File: src/rtl/cpu_pkg.sv
// Shared encodings for the single-bus CPU control path: opcodes, sequencer
// states, IR field positions, ALU select codes and opcode classification.
package cpu_pkg;

    typedef enum logic [4:0] {
        OP_LD   = 5'd0,
        OP_LDI  = 5'd1,
        OP_ST   = 5'd2,
        OP_ADD  = 5'd3,
        OP_SUB  = 5'd4,
        OP_AND  = 5'd5,
        OP_OR   = 5'd6,
        OP_SHR  = 5'd7,
        OP_SHL  = 5'd8,
        OP_ROR  = 5'd9,
        OP_ROL  = 5'd10,
        OP_ADDI = 5'd11,
        OP_ANDI = 5'd12,
        OP_ORI  = 5'd13,
        OP_MUL  = 5'd14,
        OP_DIV  = 5'd15,
        OP_NEG  = 5'd16,
        OP_NOT  = 5'd17,
        OP_NOP  = 5'd18,
        OP_HALT = 5'd19
    } opcode_e;

    // Encodings equal the externally visible step number.
    typedef enum logic [3:0] {
        S_T0   = 4'd0,
        S_T1   = 4'd1,
        S_T2   = 4'd2,
        S_T3   = 4'd3,
        S_T4   = 4'd4,
        S_T5   = 4'd5,
        S_T6   = 4'd6,
        S_T7   = 4'd7,
        S_IDLE = 4'd8,
        S_HALT = 4'd15
    } state_e;

    typedef enum logic [3:0] {
        CLS_ALU_REG,
        CLS_ALU_IMM,
        CLS_UNARY,
        CLS_MULDIV,
        CLS_LD,
        CLS_LDI,
        CLS_ST,
        CLS_NOP,
        CLS_HALT,
        CLS_ILLEGAL
    } op_class_e;

    localparam int unsigned OPC_HI = 31;
    localparam int unsigned OPC_LO = 27;
    localparam int unsigned RA_HI  = 26;
    localparam int unsigned RA_LO  = 23;
    localparam int unsigned RB_HI  = 22;
    localparam int unsigned RB_LO  = 19;
    localparam int unsigned RC_HI  = 18;
    localparam int unsigned RC_LO  = 15;
    localparam int unsigned IMM_HI = 18;
    localparam int unsigned IMM_LO = 0;

    localparam logic [4:0] ALU_NONE = 5'd0;
    localparam logic [4:0] ALU_ADD  = 5'd1;
    localparam logic [4:0] ALU_SUB  = 5'd2;
    localparam logic [4:0] ALU_AND  = 5'd3;
    localparam logic [4:0] ALU_OR   = 5'd4;
    localparam logic [4:0] ALU_SHR  = 5'd5;
    localparam logic [4:0] ALU_SHL  = 5'd6;
    localparam logic [4:0] ALU_ROR  = 5'd7;
    localparam logic [4:0] ALU_ROL  = 5'd8;
    localparam logic [4:0] ALU_MUL  = 5'd9;
    localparam logic [4:0] ALU_DIV  = 5'd10;
    localparam logic [4:0] ALU_NEG  = 5'd11;
    localparam logic [4:0] ALU_NOT  = 5'd12;

    function automatic op_class_e op_class(input logic [4:0] opc);
        case (opc)
            OP_ADD, OP_SUB, OP_AND, OP_OR,
            OP_SHR, OP_SHL, OP_ROR, OP_ROL: return CLS_ALU_REG;
            OP_ADDI, OP_ANDI, OP_ORI:       return CLS_ALU_IMM;
            OP_NEG, OP_NOT:                 return CLS_UNARY;
            OP_MUL, OP_DIV:                 return CLS_MULDIV;
            OP_LD:                          return CLS_LD;
            OP_LDI:                         return CLS_LDI;
            OP_ST:                          return CLS_ST;
            OP_NOP:                         return CLS_NOP;
            OP_HALT:                        return CLS_HALT;
            default:                        return CLS_ILLEGAL;
        endcase
    endfunction

    // Address arithmetic for ld/ldi/st uses the adder.
    function automatic logic [4:0] alu_code(input logic [4:0] opc);
        case (opc)
            OP_ADD, OP_ADDI, OP_LD, OP_LDI, OP_ST: return ALU_ADD;
            OP_SUB:                                return ALU_SUB;
            OP_AND, OP_ANDI:                       return ALU_AND;
            OP_OR, OP_ORI:                         return ALU_OR;
            OP_SHR:                                return ALU_SHR;
            OP_SHL:                                return ALU_SHL;
            OP_ROR:                                return ALU_ROR;
            OP_ROL:                                return ALU_ROL;
            OP_MUL:                                return ALU_MUL;
            OP_DIV:                                return ALU_DIV;
            OP_NEG:                                return ALU_NEG;
            OP_NOT:                                return ALU_NOT;
            default:                               return ALU_NONE;
        endcase
    endfunction

endpackage

File: src/rtl/reg_select_decode.sv
// 4-to-16 one-hot register select decoder; all-zero when not enabled.
module reg_select_decode (
    input  logic [3:0]  sel,
    input  logic        en,
    output logic [15:0] onehot
);

    always_comb begin
        onehot = '0;
        if (en) begin
            onehot[sel] = 1'b1;
        end
    end

endmodule

File: src/rtl/control_sequencer.sv
// Multi-cycle T0..T7 control sequencer for the single-bus CPU datapath.
// All outputs are decoded from the registered state and the IR only.
module control_sequencer
    import cpu_pkg::*;
#(
    parameter int unsigned ALU_SEL_W = 5
) (
    input  logic                 clk,
    input  logic                 clr,
    input  logic                 run,
    input  logic                 stop,
    input  logic [31:0]          ir,
    input  logic                 mem_done,
    output logic                 pc_out,
    output logic                 zhigh_out,
    output logic                 zlow_out,
    output logic                 mdr_out,
    output logic                 c_out,
    output logic                 pc_in,
    output logic                 inc_pc,
    output logic                 ir_in,
    output logic                 mar_in,
    output logic                 mdr_in,
    output logic                 y_in,
    output logic                 z_in,
    output logic                 hi_in,
    output logic                 lo_in,
    output logic                 read,
    output logic                 write,
    output logic [15:0]          reg_in,
    output logic [15:0]          reg_out,
    output logic [ALU_SEL_W-1:0] alu_sel,
    output logic [3:0]           step,
    output logic                 busy,
    output logic                 halted,
    output logic                 illegal
);

    state_e      state_q, state_d;
    op_class_e   cls;
    logic [4:0]  opc;
    logic [3:0]  ra, rb, rc;
    logic [3:0]  in_sel, out_sel;
    logic        in_en, out_en, alu_en, last;
    logic        unused_imm;

    assign opc        = ir[OPC_HI:OPC_LO];
    assign ra         = ir[RA_HI:RA_LO];
    assign rb         = ir[RB_HI:RB_LO];
    assign rc         = ir[RC_HI:RC_LO];
    assign unused_imm = ^ir[RC_LO-1:IMM_LO];
    assign cls        = op_class(opc);

    always_ff @(posedge clk or negedge clr) begin
        if (!clr) begin
            state_q <= S_IDLE;
        end else begin
            state_q <= state_d;
        end
    end

    always_comb begin
        state_d   = state_q;
        last      = 1'b0;
        pc_out    = 1'b0;
        zhigh_out = 1'b0;
        zlow_out  = 1'b0;
        mdr_out   = 1'b0;
        c_out     = 1'b0;
        pc_in     = 1'b0;
        inc_pc    = 1'b0;
        ir_in     = 1'b0;
        mar_in    = 1'b0;
        mdr_in    = 1'b0;
        y_in      = 1'b0;
        z_in      = 1'b0;
        hi_in     = 1'b0;
        lo_in     = 1'b0;
        read      = 1'b0;
        write     = 1'b0;
        illegal   = 1'b0;
        alu_en    = 1'b0;
        in_en     = 1'b0;
        in_sel    = ra;
        out_en    = 1'b0;
        out_sel   = rb;

        case (state_q)
            S_IDLE: if (run) state_d = S_T0;
            S_T0: begin
                pc_out  = 1'b1;
                mar_in  = 1'b1;
                inc_pc  = 1'b1;
                z_in    = 1'b1;
                state_d = S_T1;
            end
            S_T1: begin
                zlow_out = 1'b1;
                pc_in    = 1'b1;
                read     = 1'b1;
                mdr_in   = 1'b1;
                if (mem_done) state_d = S_T2;
            end
            S_T2: begin
                mdr_out = 1'b1;
                ir_in   = 1'b1;
                if (cls == CLS_HALT)     state_d = S_HALT;
                else if (cls == CLS_NOP) last    = 1'b1;
                else                     state_d = S_T3;
            end
            S_T3: begin
                state_d = S_T4;
                case (cls)
                    CLS_ALU_REG, CLS_ALU_IMM: begin
                        out_en = 1'b1;
                        y_in   = 1'b1;
                    end
                    CLS_UNARY: begin
                        out_en = 1'b1;
                        alu_en = 1'b1;
                        z_in   = 1'b1;
                    end
                    CLS_MULDIV: begin
                        out_sel = ra;
                        out_en  = 1'b1;
                        y_in    = 1'b1;
                    end
                    // Rb=0 means no base: bus left undriven reads as zero.
                    CLS_LD, CLS_LDI, CLS_ST: begin
                        out_en = (rb != 4'd0);
                        y_in   = 1'b1;
                    end
                    CLS_ILLEGAL: begin
                        illegal = 1'b1;
                        last    = 1'b1;
                    end
                    default: last = 1'b1;
                endcase
            end
            S_T4: begin
                state_d = S_T5;
                case (cls)
                    CLS_ALU_REG: begin
                        out_sel = rc;
                        out_en  = 1'b1;
                        alu_en  = 1'b1;
                        z_in    = 1'b1;
                    end
                    CLS_ALU_IMM, CLS_LD, CLS_LDI, CLS_ST: begin
                        c_out  = 1'b1;
                        alu_en = 1'b1;
                        z_in   = 1'b1;
                    end
                    CLS_UNARY: begin
                        zlow_out = 1'b1;
                        in_en    = 1'b1;
                        last     = 1'b1;
                    end
                    CLS_MULDIV: begin
                        out_en = 1'b1;
                        alu_en = 1'b1;
                        z_in   = 1'b1;
                    end
                    default: last = 1'b1;
                endcase
            end
            S_T5: begin
                state_d = S_T6;
                case (cls)
                    CLS_ALU_REG, CLS_ALU_IMM, CLS_LDI: begin
                        zlow_out = 1'b1;
                        in_en    = 1'b1;
                        last     = 1'b1;
                    end
                    CLS_MULDIV: begin
                        zlow_out = 1'b1;
                        lo_in    = 1'b1;
                    end
                    CLS_LD, CLS_ST: begin
                        zlow_out = 1'b1;
                        mar_in   = 1'b1;
                    end
                    default: last = 1'b1;
                endcase
            end
            S_T6: begin
                case (cls)
                    CLS_MULDIV: begin
                        zhigh_out = 1'b1;
                        hi_in     = 1'b1;
                        last      = 1'b1;
                    end
                    CLS_LD: begin
                        read   = 1'b1;
                        mdr_in = 1'b1;
                        if (mem_done) state_d = S_T7;
                    end
                    CLS_ST: begin
                        out_sel = ra;
                        out_en  = 1'b1;
                        mdr_in  = 1'b1;
                        state_d = S_T7;
                    end
                    default: last = 1'b1;
                endcase
            end
            S_T7: begin
                case (cls)
                    CLS_LD: begin
                        mdr_out = 1'b1;
                        in_en   = 1'b1;
                        last    = 1'b1;
                    end
                    CLS_ST: begin
                        write = 1'b1;
                        if (mem_done) last = 1'b1;
                    end
                    default: last = 1'b1;
                endcase
            end
            S_HALT: state_d = S_HALT;
            default: state_d = S_IDLE;
        endcase

        if (last) begin
            state_d = stop ? S_IDLE : S_T0;
        end
    end

    assign step    = state_q;
    assign busy    = ~state_q[3];
    assign halted  = (state_q == S_HALT);
    assign alu_sel = alu_en ? ALU_SEL_W'(alu_code(opc)) : '0;

    reg_select_decode u_in_decode (
        .sel    (in_sel),
        .en     (in_en),
        .onehot (reg_in)
    );

    reg_select_decode u_out_decode (
        .sel    (out_sel),
        .en     (out_en),
        .onehot (reg_out)
    );

endmodule

File: config.mk
export PLATFORM = sky130hd
export DESIGN_NAME = control_sequencer
export DESIGN_NICKNAME = d
export VERILOG_FILES = /design/src/rtl/cpu_pkg.sv /design/src/rtl/reg_select_decode.sv /design/src/rtl/control_sequencer.sv
export SDC_FILE = /design/constraint.sdc
export NUM_CORES = 1
export LEC_CHECK = 0
export ABC_AREA = 1
export BUFFER_PORTS_ARGS = -buffer_cell sky130_fd_sc_hd__buf_2
export CORE_UTILIZATION = 47
export CTS_BUF_LIST = sky130_fd_sc_hd__clkbuf_8 sky130_fd_sc_hd__clkbuf_16
export DETAILED_ROUTE_END_ITERATION = 8
export PLACE_DENSITY = 0.95
export SETUP_SLACK_MARGIN = 0.02
export SLEW_MARGIN = 25
export SYNTH_ARGS = -nofsm -noshare
export SYNTH_HDL_FRONTEND = slang
export SYNTH_SLANG_ARGS = --single-unit
File: constraint.sdc
create_clock -name clk -period 5.1 [get_ports clk]
set_clock_uncertainty 0.2 [all_clocks]
set_input_delay 1.02 -clock clk [delete_from_list [all_inputs] [get_ports clk]]
set_output_delay 1.02 -clock clk [all_outputs]
set_load 0.005 [all_outputs]
==> results of run 1 <==
per-stage QoR:
stage                     cells  worst slack (ns)
after floorplan             295              1.40
after global placement      414              1.01
after detailed placement    414             0.916
after CTS                   418             0.907
after global routing        418             0.683
final                       418             0.864
routing by layer:
metal,wire length (µm),share of wire (%),track usage (%)
met1,1920,44,30.9
met5,0,0,0
met4,31,0.71,5.10
met2,2170,50,45.7
met3,245,5.6,4.15
area by class of cell:
class / instances / share of cell area (%)
Clock buffer: 3 / 2.06
Clock inverter: 1 / 0.188
Inverter: 57 / 10.7
Multi-Input combinational cell: 229 / 59.3
Sequential cell: 4 / 5.06
Tap cell: 44 / 2.75
Timing Repair Buffer: 80 / 20.0
cell families (layout without fill, tap and decap cells):
| group | count (synthesis) | count (layout) | share of synthesized area [%] |
|---|---|---|---|
| flip-flops | 4 | 4 | 6.58 |
| other | 1 | 1 | 0.243 |
| buffers and inverters | 62 | 141 | 16.4 |
| adder cells (fa/ha/maj) | 5 | 5 | 4.06 |
| AND/OR/NAND/NOR | 191 | 191 | 60.9 |
| AO/OA/AOI/OAI | 32 | 32 | 11.8 |
placed cells by master, fill, tap and decap left out, drive strengths merged:
master  count
a31oi       2
dfstp       1
dfrtp       3
inv        58
nor2       66
buf        80
or2         1
nor3       12
o21ai      19
o31ai       1
o22ai       1
nand3      27
ha          5
a21boi      1
a21oi       5
nand2      77
o211ai      2
a211o       1
nand4       7
conb        1
clkbuf      3
and3        1
final timing paths:
kind                               from     endpoint  slack [ns]  cells after the start
worst max-delay path             ir[27]  reg_out[12]        0.86                     17
worst min-delay path                clr      step[1]        0.39                      1
worst max register to register  step[1]      step[0]        2.99                     10
max in group asynchronous           clr      step[3]        4.10                      1
min in group clk                step[2]      step[2]        0.46                      4
worst min register to register  step[2]      step[2]        0.46                      4
where the power goes:
part	switching (mW)	total [mW]	internal (mW)
Combinational	0.214	0.343	0.128
Sequential	0.0209	0.0696	0.0487
Clock	0.0174	0.0688	0.0514
==> run summary, run 1 <==
Setup path
• **critical setup path kind** in2out
• **worst path cell trace** buf_2 -> inv_1 -> ha_1 -> inv_1 -> nand2_1 -> nand3_1 -> nand2_1 -> inv_2 -> nand3_4 -> nor2_2 -> nand2_1 -> nand2_1 -> inv_2 -> nand2_2 -> nand3_1 -> nor2_1 -> buf_2
• **Critical Path Slowest Stage Cell** sky130_fd_sc_hd__ha_1
• **critical path's top delay family** simple AND/OR/NAND/NOR gates
• **required time at the endpoint of the critical path** 3.88 ns
• **WP buf/inv** 6
• **Crit path largest cell delay** 0.24 ns
• **element type at the critical path end** output port
• **arrival time at the worst endpoint** 3.02 ns
• **crit path max fanout** 4
• **dominant cell type by count on the critical path** sky130_fd_sc_hd__nand2_1
• **kind of start point of the critical path** input port

Yosys
• **fraction of the yosys area taken by sequential cells** 6.58%
• **async set-or-reset flop fraction in the synthesized netlist** 100%
• **most frequent cell after synthesis** sky130_fd_sc_hd__nand2_1
• **post-synth top area share** 15.6%
• **prevailing post-synth register cell** sky130_fd_sc_hd__dfrtp_1
• **Post-Synthesis Cell Area** 0.00154 mm²
• **count of distinct cell types in the synthesized netlist** 33
• **area leader, netlist** sky130_fd_sc_hd__nand2_1
• **synthesized netlist net count** 337
• **cell count after synthesis** 295
• **synthesis-stage register bit count** 4
• **average size of a mapped cell** 5.22 µm²
• **top post-synthesis cells by area** sky130_fd_sc_hd__nand2_1 16%, sky130_fd_sc_hd__nor2_1 14%, sky130_fd_sc_hd__inv_1 12%, sky130_fd_sc_hd__nand3_1 6.2%, sky130_fd_sc_hd__dfrtp_1 4.9%
• **ranking of synthesized cells by instance count** 64 x sky130_fd_sc_hd__nand2_1, 58 x sky130_fd_sc_hd__nor2_1, 50 x sky130_fd_sc_hd__inv_1, 19 x sky130_fd_sc_hd__nand3_1
• **Post-synth EDFFs** 0
• **Yosys warning count** 0

Routing
• **average wire per standard cell** 10.5 µm
• **drt total wl** 4.38 mm
• **DRC violation count after routing** 0
• **Iter 0 DRT Violations** 123
• **via count** 2132
• **Initial DRT Pass Iterations** 5
• **vias per std cell** 5.10
• **post-route ant nets** 0

Global route
• **largest net degree at the start of global routing** 13
• **global-route wire length before repair** 6.95 mm
• **global-route congestion overflow total** 0
• **via count of the first global-routing pass** 1731
• **total track usage** 25.2%
• **number of antenna violations at the first check in global routing** 0

Flow run
• **max-cap violation count** 0

Floorplan
• **Initial Util** 50.0%
• **Std-Cell Rows** 20
• **core outline area** 0.00308 mm²
• **I/O pin cnt** 97
• **Die Ht** 59.2 µm
• **full die area** 0.00351 mm²
• **horizontal die dimension** 59.2 µm

CTS
• **number of buffers on the longest clock path** 2
• **Post CTS Setup Buffer Count** 0
• **clock latency at the later pin of the worst-skew pair** 0.22 ns
• **CTS Root Buffer Type** sky130_fd_sc_hd__clkbuf_8
• **clock slew at reported path FFs** 0.03 ns
• **sink count of the clock tree** 4
• **CTS Hold Bufs** 0
• **CTS-repair resized insts** 0
• **CTS HTree Levels** 1
• **TritonCTS buffer count** 3
• **CTS tree** done

Power and ir drop
• **Power, Total** 481 µW
• **leakage power** 1.25 nW
• **power density over the cells** 240 mW/mm²
• **maximum ir drop on the vdd rail** 0.135 mV

Final layout
• **growth of design area from synthesis to finish** 30.0%
• **max FFs per register** 4
• **# nets final** 417
• **multi-input gate area in the final layout** 0.00119 mm²
• **fill count** 301
• **finished layout cell area** 0.00200 mm²
• **core occupancy in the finished layout** 65.0%
• **sequential cell area** 101 µm²
• **share of final-layout standard cells stronger than drive strength 1** 32.9%
• **number of diodes added for antenna fixing** 0

Timing
• **worst hold margin** 0.394 ns
• **minimum clock period** 4.24 ns
• **max-slew violation total from the final report** 0
• **final setup violating endpoints** 0
• **final worst-path cycle share** 83.1%
• **sum of negative setup slack** 0 ns
• **Fmax achieved** 0.236 GHz
• **total count of hold-check failures in the final report** 0
• **RSZ-0062 raised after global routing** no

Placement
• **placed wire-length estimate after detailed placement** 3.65 mm
• **gp weighted congestion** 0.914
• **placement-stage cell area** 0.00196 mm²
• **number of port buffers** 80

Worst hold path
• **class of the worst hold path** in2async

Outcome
• **outcome** finished clean

Power figures use the tool's default switching activity.
==> run 2, diff against run 1 <==
--- a/config.mk
+++ b/config.mk
@@ -7,10 +7,10 @@
 export LEC_CHECK = 0
 export ABC_AREA = 1
 export BUFFER_PORTS_ARGS = -buffer_cell sky130_fd_sc_hd__buf_2
-export CORE_UTILIZATION = 47
+export CORE_UTILIZATION = 44
 export CTS_BUF_LIST = sky130_fd_sc_hd__clkbuf_8 sky130_fd_sc_hd__clkbuf_16
 export DETAILED_ROUTE_END_ITERATION = 8
-export PLACE_DENSITY = 0.95
+export PLACE_DENSITY = 0.9
 export SETUP_SLACK_MARGIN = 0.02
 export SLEW_MARGIN = 25
 export SYNTH_ARGS = -nofsm -noshare
==> constraint.sdc (replaced) <==
create_clock -name clk -period 4.1 [get_ports clk]
set_clock_uncertainty 0.2 [all_clocks]
set_input_delay 0.82 -clock clk [delete_from_list [all_inputs] [get_ports clk]]
set_output_delay 0.82 -clock clk [all_outputs]
set_load 0.005 [all_outputs]
==> run summary, run 2 (same netlist as run 1, synthesis figures left out) <==
Outcome
• **outcome** finished clean

Final layout
• **core occupancy in the finished layout** 60.2%
• **multi-input gate area in the final layout** 0.00119 mm²
• **most common cell after layout, fill and taps aside** sky130_fd_sc_hd__buf_2
• **sequential cell area** 101 µm²
• **number of diodes added for antenna fixing** 0
• **max FFs per register** 4
• **fill count** 350
• **# nets final** 417
• **share of final-layout standard cells stronger than drive strength 1** 32.9%
• **leading cell types in the layout, fill and taps excluded** 80 x sky130_fd_sc_hd__buf_2, 64 x sky130_fd_sc_hd__nand2_1, 58 x sky130_fd_sc_hd__nor2_1
• **growth of design area from synthesis to finish** 30.5%

Power and ir drop
• **switching share of total power** 52.9%
• **Power Internal** 284 µW
• **share of power burned in combinational logic** 71.5%
• **leakage power** 1.25 nW
• **part of the total power dissipated in sequential elements** 14.5%
• **switching power total** 319 µW
• **fraction of power consumed by the clock network** 14.0%
• **Power, Total** 603 µW
• **power density over the cells** 300 mW/mm²
• **maximum ir drop on the vdd rail** 0.194 mV

Global route
• **largest net degree at the start of global routing** 13
• **global-route congestion overflow total** 0
• **total track usage** 23.0%
• **global-route wire length before repair** 6.79 mm
• **via count of the first global-routing pass** 1627
• **number of antenna violations at the first check in global routing** 0

Setup path
• **dominant cell type by count on the critical path** sky130_fd_sc_hd__nand2_1
• **element type at the critical path end** output port
• **worst path cell trace** buf_2 -> inv_1 -> ha_1 -> inv_1 -> nand2_1 -> nand3_1 -> nand2_1 -> inv_2 -> nand3_4 -> nor2_4 -> nand2_1 -> nand2_1 -> inv_2 -> nand2_2 -> nand3_2 -> nor2_1 -> buf_2
• **Crit path largest cell delay** 0.24 ns
• **internal reg-to-reg setup slack** 2.01 ns
• **kind of start point of the critical path** input port
• **first element of the critical path** ir[27]
• **Critical Path Slowest Stage Cell** sky130_fd_sc_hd__ha_1
• **FF-to-FF Start** step[1]
• **arrival time at the worst endpoint** 2.76 ns
• **critical setup path kind** in2out
• **crit path max fanout** 4
• **required time at the endpoint of the critical path** 3.08 ns

Placement
• **placed wire-length estimate after detailed placement** 3.60 mm
• **gp weighted congestion** 0.985
• **pre-CTS setup slack** 0.284 ns
• **number of port buffers** 80

Floorplan
• **horizontal die dimension** 61.2 µm
• **Initial Util** 46.2%
• **full die area** 0.00374 mm²
• **Die Ht** 61.2 µm
• **I/O pin cnt** 97
• **core outline area** 0.00334 mm²
• **Std-Cell Rows** 21

CTS
• **sink count of the clock tree** 4
• **CTS Hold Bufs** 0
• **CTS Root Buffer Type** sky130_fd_sc_hd__clkbuf_8
• **clock latency at the later pin of the worst-skew pair** 0.22 ns
• **clock slew at reported path FFs** 0.03 ns
• **TritonCTS buffer count** 3
• **number of buffers on the longest clock path** 2
• **CTS tree** done
• **Post CTS Setup Buffer Count** 0
• **CTS-repair resized insts** 0
• **CTS HTree Levels** 1

Routing
• **post-route ant nets** 0
• **via count** 2098
• **vias per std cell** 5.00
• **DRC violation count after routing** 0
• **drt total wl** 4.36 mm
• **Initial DRT Pass Iterations** 4
• **average wire per standard cell** 10.4 µm
• **Iter 0 DRT Violations** 164

Timing
• **minimum clock period** 3.78 ns
• **Fmax achieved** 0.265 GHz
• **final worst-path cycle share** 92.2%
• **RSZ-0062 raised after global routing** no
• **final setup margin** 0.320 ns
• **final setup violating endpoints** 0
• **sum of negative setup slack** 0 ns
• **total count of hold-check failures in the final report** 0
• **max-slew violation total from the final report** 0

Flow run
• **max-cap violation count** 0

Worst hold path
• **class of the worst hold path** in2async

-- run 2: per-layer routing --
layer / wire length, µm / global-route usage, % / share of wire (%)
met5: 0 / 0 / 0
met4: 0 / 1.62 / 0
met3: 287 / 2.94 / 6.6
met2: 2160 / 39.0 / 50
met1: 1910 / 32.4 / 44
-- run 2: worst paths after layout --
check | depth (start not counted) | end
max | 17 | reg_out[9]
min | 1 | step[1]
max reg2reg | 10 | step[2]
min reg2reg | 4 | step[2]
max in group asynchronous | 1 | step[3]
min in group clk | 4 | step[2]
-- run 2: stage by stage --
stage | area [µm²] | hold WS (ns) | cells
floorplan | 1540 | 0.324 | 295
global placement | 1960 | 0.425 | 416
detailed placement | 1960 | 0.427 | 416
CTS | 2000 | 0.196 | 420
global route | 2010 | 0.197 | 420
finish | 2010 | 0.196 | 420
-- run 2: cell type report --
| class | instances | share of cell area, % |
|---|---|---|
| clock buffers | 3 | 2.05 |
| clock inverters | 1 | 0.187 |
| inverters | 57 | 10.6 |
| multi-input cells | 229 | 59.3 |
| flip-flops and latches | 4 | 5.04 |
| well taps | 46 | 2.86 |
| repair buffers | 80 | 19.9 |
-- run 2: worst max-delay path: cells and delay by family --
| family | cells | cell delay, ns |
|---|---|---|
| simple gates | 10 | 1.15 |
| buf+inv | 6 | 0.54 |
| fa+ha+maj | 1 | 0.24 |
-- run 2: power groups by stage --
stage	registers, mW	logic (mW)	clock network (mW)
detailed placement	0.0865	0.425	0
global placement	0.0853	0.415	0
finish	0.0871	0.431	0.0844
global route	0.0902	0.484	0.0895
floorplan	0.0838	0.299	0
CTS	0.0860	0.429	0.0856
